--- src/rtl/alu_exec_unit.sv ---
// alu_exec_unit: execute-stage ALU for the 5-stage MIPS pipeline.
// Contains the ALU control decoder, the 32-bit ALU datapath with registered
// zero/overflow flags, and the BEQ branch-operand forwarding selector.
// Optional feature macro: ALU_NOR_EN (adds nor, funct 39 -> alu_ctrl 100).
module alu_exec_unit #(
  parameter logic [5:0] LW_OP   = 6'b100011,
  parameter logic [5:0] SW_OP   = 6'b101011,
  parameter logic [5:0] BEQ_OP  = 6'b000100,
  parameter logic [5:0] ADDI_OP = 6'b001000
) (
  input  logic        clock,
  input  logic        reset,
  input  logic [5:0]  ex_op,
  input  logic [5:0]  ex_funct,
  input  logic [31:0] a,
  input  logic [31:0] b,
  output logic [2:0]  alu_ctrl,
  output logic [31:0] alu_out,
  output logic        zero,
  output logic        zero_q,
  output logic        ovf_q,
  input  logic [5:0]  id_op,
  input  logic [4:0]  id_rs,
  input  logic [4:0]  id_rt,
  input  logic [4:0]  exmem_rd,
  input  logic [4:0]  memwb_rd,
  output logic [1:0]  bfa,
  output logic [1:0]  bfb
);

  typedef enum logic [2:0] {
    ALU_AND = 3'b000,
    ALU_OR  = 3'b001,
    ALU_ADD = 3'b010,
    ALU_NOR = 3'b100,
    ALU_SUB = 3'b110,
    ALU_SLT = 3'b111
  } alu_op_e;

  typedef enum logic [1:0] {
    FWD_REGFILE = 2'b00,
    FWD_EXMEM   = 2'b01,
    FWD_MEMWB   = 2'b10
  } fwd_sel_e;

  alu_op_e     op;
  logic [31:0] sum;
  logic [31:0] diff;
  logic        ovf;
  fwd_sel_e    sel_a;
  fwd_sel_e    sel_b;

  assign alu_ctrl = op;
  assign sum      = a + b;
  assign diff     = a - b;
  assign zero     = (alu_out == '0);
  assign bfa      = sel_a;
  assign bfb      = sel_b;

  // ALU control decode from opcode and funct; unknown encodings default to add.
  always_comb begin
    op = ALU_ADD;
    if (ex_op == 6'd0) begin
      case (ex_funct)
        6'd32, 6'd33: op = ALU_ADD;
        6'd34, 6'd35: op = ALU_SUB;
        6'd36:        op = ALU_AND;
        6'd37:        op = ALU_OR;
        6'd42:        op = ALU_SLT;
`ifdef ALU_NOR_EN
        6'd39:        op = ALU_NOR;
`endif
        default:      op = ALU_ADD;
      endcase
    end else if (ex_op == BEQ_OP) begin
      op = ALU_SUB;
    end else if ((ex_op == LW_OP) || (ex_op == SW_OP) || (ex_op == ADDI_OP)) begin
      op = ALU_ADD;
    end
  end

  // ALU datapath and signed-overflow detection for add/sub.
  always_comb begin
    alu_out = '0;
    ovf     = 1'b0;
    case (op)
      ALU_AND: alu_out = a & b;
      ALU_OR:  alu_out = a | b;
      ALU_ADD: begin
        alu_out = sum;
        ovf     = (a[31] == b[31]) && (sum[31] != a[31]);
      end
      ALU_SUB: begin
        alu_out = diff;
        ovf     = (a[31] != b[31]) && (diff[31] != a[31]);
      end
      ALU_SLT: alu_out = {31'd0, ($signed(a) < $signed(b))};
`ifdef ALU_NOR_EN
      ALU_NOR: alu_out = ~(a | b);
`endif
      default: alu_out = '0;
    endcase
  end

  // Registered status flags, updated every cycle; reset clears them.
  always_ff @(posedge clock) begin
    if (reset) begin
      zero_q <= 1'b0;
      ovf_q  <= 1'b0;
    end else begin
      zero_q <= zero;
      ovf_q  <= ovf;
    end
  end

  // BEQ operand forwarding: EX/MEM beats MEM/WB, register 0 never forwards.
  always_comb begin
    sel_a = FWD_REGFILE;
    sel_b = FWD_REGFILE;
    if (id_op == BEQ_OP) begin
      if (id_rs != 5'd0) begin
        if (id_rs == exmem_rd)      sel_a = FWD_EXMEM;
        else if (id_rs == memwb_rd) sel_a = FWD_MEMWB;
      end
      if (id_rt != 5'd0) begin
        if (id_rt == exmem_rd)      sel_b = FWD_EXMEM;
        else if (id_rt == memwb_rd) sel_b = FWD_MEMWB;
      end
    end
  end

endmodule

--- config.mk ---
export PLATFORM = sky130hd
export DESIGN_NAME = alu_exec_unit
export DESIGN_NICKNAME = d
export VERILOG_FILES = /design/src/rtl/alu_exec_unit.sv
export SDC_FILE = /design/constraint.sdc
export NUM_CORES = 1
export LEC_CHECK = 0
export CORE_ASPECT_RATIO = 0.7
export CORE_MARGIN = 1
export CORE_UTILIZATION = 45
export CTS_BUF_LIST = sky130_fd_sc_hd__clkbuf_8
export DETAILED_ROUTE_END_ITERATION = 6
export GPL_TIMING_DRIVEN = 0
export PLACE_DENSITY_LB_ADDON = 0.25
export RECOVER_POWER = 100
export SLEW_MARGIN = 20
export SYNTH_ARGS = -nofsm -noshare
export SYNTH_HDL_FRONTEND = slang
export SYNTH_SLANG_ARGS = --single-unit
--- constraint.sdc ---
create_clock -name clock -period 8.38 [get_ports clock]
set_clock_uncertainty 0.1 [all_clocks]
set_input_delay 1.676 -clock clock [delete_from_list [all_inputs] [get_ports clock]]
set_output_delay 1.676 -clock clock [all_outputs]
set_load 0.02 [all_outputs]
# [After elaboration in Yosys (flattened, before gate mapping)]
# Index checks and enable logic that the tools add are counted.
[classes] add_sub_neg=2 n_lt_le_gt_ge=1 eq_ne=19 n_mux=13 bitwise=2 reduce_logical=8
[ops] op="one-hot mux 32 bit (5 select lines)" count=1
[ops] op="adder 32 bit" count=1
[ops] op="AND 32 bit" count=1
[ops] op="logical NOT 32 bit" count=1
[ops] op="less-than comparator 32 bit" count=1
[ops] op="bitwise OR 32 bit" count=1
[ops] op="subtractor 32 bit" count=1
[ops] op="equality test 6 bit, second input constant" count=5
[ops] op="equality test 5 bit" count=4
[ops] op="two-way mux 2 bit" count=8
[ops] op="equality test 6 x 3 -> 1 bit, second input constant" count=2
[ops] op="one-hot mux 3 bit (4 select lines)" count=1
[ops] op="nonzero test 5 bit" count=2
[ops] op="equality test 3 bit, second input constant" count=2
[ops] op="logical NOT 6 bit" count=1
[ops] op="two-way mux 3 bit" count=2
[ops] op="equality test 3 x 1 -> 1 bit, second input constant" count=1
[ops] op="equality test 3 x 2 -> 1 bit, second input constant" count=1
[ops] op="logical NOT 3 bit" count=1
[ops] op="inequality test 1 bit" count=3
[ops] op="logical AND 1 bit" count=2
[ops] op="one-hot mux 1 bit (2 select lines)" count=1
[ops] op="OR reduction 2 bit" count=1
[ops] op="equality test 1 bit" count=1
[totals] reg_bits=2 inputBits=104 out_inout_bits=42 elab_cells=47

# [Logic depth before layout (Yosys ltp)]
[logic_depth] depth_word=7 depth_mapped=14 mapped_depth_nobuf=14

# [Worst setup path after synthesis]
# Ideal clock, no wire load.
[synth_path] path_kind="input to output" from="in a[0]" to="out zero" arrival_ps=5346 t_required_ps=6604 setup_slack_ps=1258 stages=14 n_path_buf=0 cell_sequence="ha_1 > inv_1 > fa_1 > nor2b_1 > o2111ai_1 > a2111oi_2 > o21a_1 > nor3_1 > or4_1 > nor4_2 > nand4bb_1 > nor4_1 > or3b_4 > nor4_2"
[synth_between] elab_chain_len=3 elab_cells_between_ends=7 cone_classes="2 x add/sub; 1 x order compare; 1 x mux; 2 x bitwise; 1 x reduce/logical"
[synth_lines] element="start, declared" line="15" rtl="input logic [31:0] a,"
[synth_lines] element="subtractor 32 bit or adder 32 bit (tied branches)" line="55, 54"
[synth_lines] element="one-hot mux 32 bit (5 select lines) *" line="86" rtl="case (op)"
[synth_lines] element="via alu_out[12]" line="18" rtl="output logic [31:0] alu_out,"
[synth_lines] element="logical NOT 32 bit *" line="56" rtl="assign zero = (alu_out == '0);"
[synth_lines] element="end, declared" line="19" rtl="output logic zero,"
# The timed path passes the listed nets; every way through them passes the cells marked *.

# [Worst setup path after layout]
[layout_path] from="in a[0]" to="out zero"
[layout_between] elab_chain_len=3 elab_cells_between_ends=7 cone_classes="2 x add/sub; 1 x order compare; 1 x mux; 2 x bitwise; 1 x reduce/logical"
[layout_lines] element="subtractor 32 bit, or another cell as far along" line="55" rtl="assign diff = a - b;"
[layout_lines] element="one-hot mux 32 bit (5 select lines) *" line="86"
[layout_lines] element="logical NOT 32 bit *" line="56"
# Every way passes the cells marked *; elsewhere a longest branch is shown, timed or not.

==> impl_metrics.env <==
export IMPL_firstDrtPassIters=7
export IMPL_fin_util_pct=60.8
export IMPL_path_max_fanout=3
export IMPL_synth_seq_cells=2
export IMPL_first_iter_violations=894
export IMPL_yosys_area_top_type="ha_1"
export IMPL_via_per_inst=6.32
export IMPL_critPathArrivalTime_ns=6.43
export IMPL_hold_start="reset"
export IMPL_worst_path_most_repeated_cell="nor4_2"
export IMPL_clk_path_buf_depth=2
export IMPL_row_count=34
export IMPL_wire_per_inst_um=19.1
export IMPL_synth_top_cell_area_share_pct=20.8
export IMPL_synth_top_cells_by_area="ha_1, inv_1, a21oi_1"
export IMPL_worstSetupStartpointType="input port"
export IMPL_hold_buffers=0
export IMPL_yosys_warnings=0
export IMPL_path_cells="clkdlybuf4s50_1, inv_1, ha_1, fa_1, nor2_1, o311ai_1, and2_1, a221o_1, a22o_1, or4_1, nor4_2, nand4bb_1, nor4_2, or3b_4, nor4_2, clkdlybuf4s15_1"
export IMPL_hold_path_class="in -> reg"
export IMPL_final_cell_area_um2=7650
export IMPL_syn_nets=1100
export IMPL_max_cap_violations=0
export IMPL_grt_max_degree=11
export IMPL_crit_family="simple AND/OR/NAND/NOR gates"
export IMPL_finalWorstPathRequiredPeriod_ns=8.20
export IMPL_ys_seq_area_share_pct=0.678
export IMPL_grtUsageTotal_pct=32.5
export IMPL_period_share_pct=97.9
export IMPL_power_leakage_nw=3.30
export IMPL_num_nets_final=1248
export IMPL_layout_commonest_cell="clkdlybuf4s50_1"
export IMPL_die_y_um=97.8
export IMPL_dieArea_um2=13600
export IMPL_status="complete, but fails checks"
export IMPL_grt_ovfl_total=0
export IMPL_grt_pass1_vias=6644
export IMPL_final_cell_mix="clkdlybuf4s50_1, inv_1, ha_1"
export IMPL_clock_fmax_mhz=122
export IMPL_finalSetupViolCount=0
export IMPL_slowest_delay_ns=0.61
export IMPL_end_kind="primary output"
export IMPL_switchingPower_w=0.000334
export IMPL_clk_pin_slew_worst_paths_ns=0.03
export IMPL_syn_area_um2=5900
export IMPL_cellPowerDensity_nw_per_um2=78.6
export IMPL_cts_root_buffer="clkbuf_8"
export IMPL_gp_congestion=1.02
export IMPL_dp_hpwl_mm=18.7
export IMPL_drc=12
export IMPL_ys_async_sr_fraction_pct=0
export IMPL_cp_slowest_cell="or4_1"
export IMPL_p_int_w=0.000268
export IMPL_violations="design-rule violations"
export IMPL_p_comb_share_pct=92.0
export IMPL_portBuffers=144
export IMPL_pwr_share_seq_pct=1.7
export IMPL_critPathBufInv=3
export IMPL_synth_edf_count=0
export IMPL_place_inst=1202
export IMPL_crit_required_ns=6.60
export IMPL_postRouteAntennaNets=0
export IMPL_max_slew_margin_rel_pct=40.5
export IMPL_grt_pass1_wl_mm=35.9
export IMPL_placed_cell_area_um2=7550
export IMPL_ioPinCount=146
export IMPL_antenna_found_initial=0
export IMPL_dieWidth_um=139
export IMPL_cts_sinks=2
export IMPL_tightestPinTransition_ns=0.892
export IMPL_totalWireLength_mm=23.0
export IMPL_tritoncts="built"
export IMPL_cts_setup_buffers=0
export IMPL_peakVddDrop_v=0.0000489
export IMPL_synthFlopType="dfxtp_1"
export IMPL_htree_levels=1
export IMPL_vias=7604
export IMPL_synth_cell_types=75
export IMPL_start_util_pct=46.9
export IMPL_avgSynthCellArea_um2=6.59
export IMPL_antenna_cells=0
export IMPL_numCtsBuffers=3
export IMPL_synthToLayoutAreaGrowth_pct=29.7
export IMPL_core_area_um2=12600
export IMPL_instances_no_fill=1204
export IMPL_rsz0062_at_grt="yes"
export IMPL_drv_slew=0
export IMPL_fillCellCount=1248
export IMPL_path_class="in -> out"
export IMPL_crit_path_start="a[0]"
export IMPL_hold_viol=0
export IMPL_pwr_share_clk_pct=6.4
export IMPL_syn_inst=896
export IMPL_swShare_pct=55.5
export IMPL_drive_gt1_share_pct=4.13
-- tightest hold or removal path: stages --
cell and delay [ns]:
clkdlybuf4s50_1 0.49, or3_1 0.11, a2111oi_0 0.05
-- final timing paths --
kind    end  slack, ns  depth (start not counted)
max    zero       0.18                         16
min   ovf_q       2.07                          3
-- registers in the layout, indices dropped and copies added (netlist names) --
register,flops
ovf_q,1
zero_q,1
-- power by group through the flow --
stage	combinational (W)	clock, W	sequential [W]
after floorplan	0.000322	0	0.0000109
after global placement	0.000528	0	0.0000103
after detailed placement	0.000529	0	0.0000103
after CTS	0.000535	0.0000392	0.0000102
after global routing	0.000593	0.0000404	0.0000102
final	0.000553	0.0000383	0.0000102
-- layout make-up --
cell class,instances,area [um2],area share (%)
buffer,51,206,2.70
inverter,110,417,5.44
tap,162,203,2.65
sequential,2,40.0,0.523
clock buffer,3,41.3,0.539
multi-input combinational,732,5310,69.3
timing repair buffer,144,1440,18.8
-- synth_stat cells, drive strengths merged (8+ instances only) --
| library cell | n |
|---|---|
| inv | 107 |
| ha | 98 |
| nor2 | 78 |
| a21oi | 76 |
| nand2 | 58 |
| o21ai | 54 |
| clkbuf | 42 |
| nand3 | 27 |
| nor3 | 25 |
| mux2i | 22 |
| xnor2 | 20 |
| nor4 | 16 |
| o31ai | 16 |
| a211oi | 13 |
| a31oi | 13 |
| nand4 | 13 |
| o211ai | 13 |
| or3 | 13 |
| nand2b | 11 |
| o22ai | 11 |
| buf | 10 |
| or4 | 10 |
| xor2 | 10 |
| a21o | 9 |
| o311ai | 8 |
-- timing repair --
action                                  4_1_cts  5_1_grt
resized for setup                             8       13
pin swaps                                     1        0
endpoints found under the setup margin        1        2
-- metal layers --
| metal | routed length [um] | vias to the layer above | GRT usage (%) |
|---|---|---|---|
| met5 | 0 | - | 0 |
| met4 | 306 | 0 | 5.30 |
| met3 | 3130 | 34 | 7.55 |
| met2 | 8870 | 474 | 45.1 |
| met1 | 10700 | 3521 | 50.2 |
| li1 | - | 3575 | - |
-- cells by family after synthesis --
group	count (synthesis)	share of synthesized area [%]
compound gates	293	33.8
simple gates	284	24.8
buf+inv	162	10.5
fa+ha+maj	100	21.5
xor+xnor	30	4.45
mux	25	4.30
flops	2	0.678
-- through the flow --
stage / hold slack, ns / setup TNS (ns) / total power [W] / setup slack [ns]
floorplan: 1.74 / 0 / 0.000333 / 1.26
global placement: 2.29 / -0.261 / 0.000538 / -0.261
global route: 2.09 / -0.0191 / 0.000643 / -0.0191
finish: 2.07 / 0 / 0.000602 / 0.175
detailed placement: 2.29 / -0.233 / 0.000540 / -0.233
CTS: 2.07 / 0 / 0.000585 / 0.189
No activity file was read; power rests on OpenSTA's default activity.
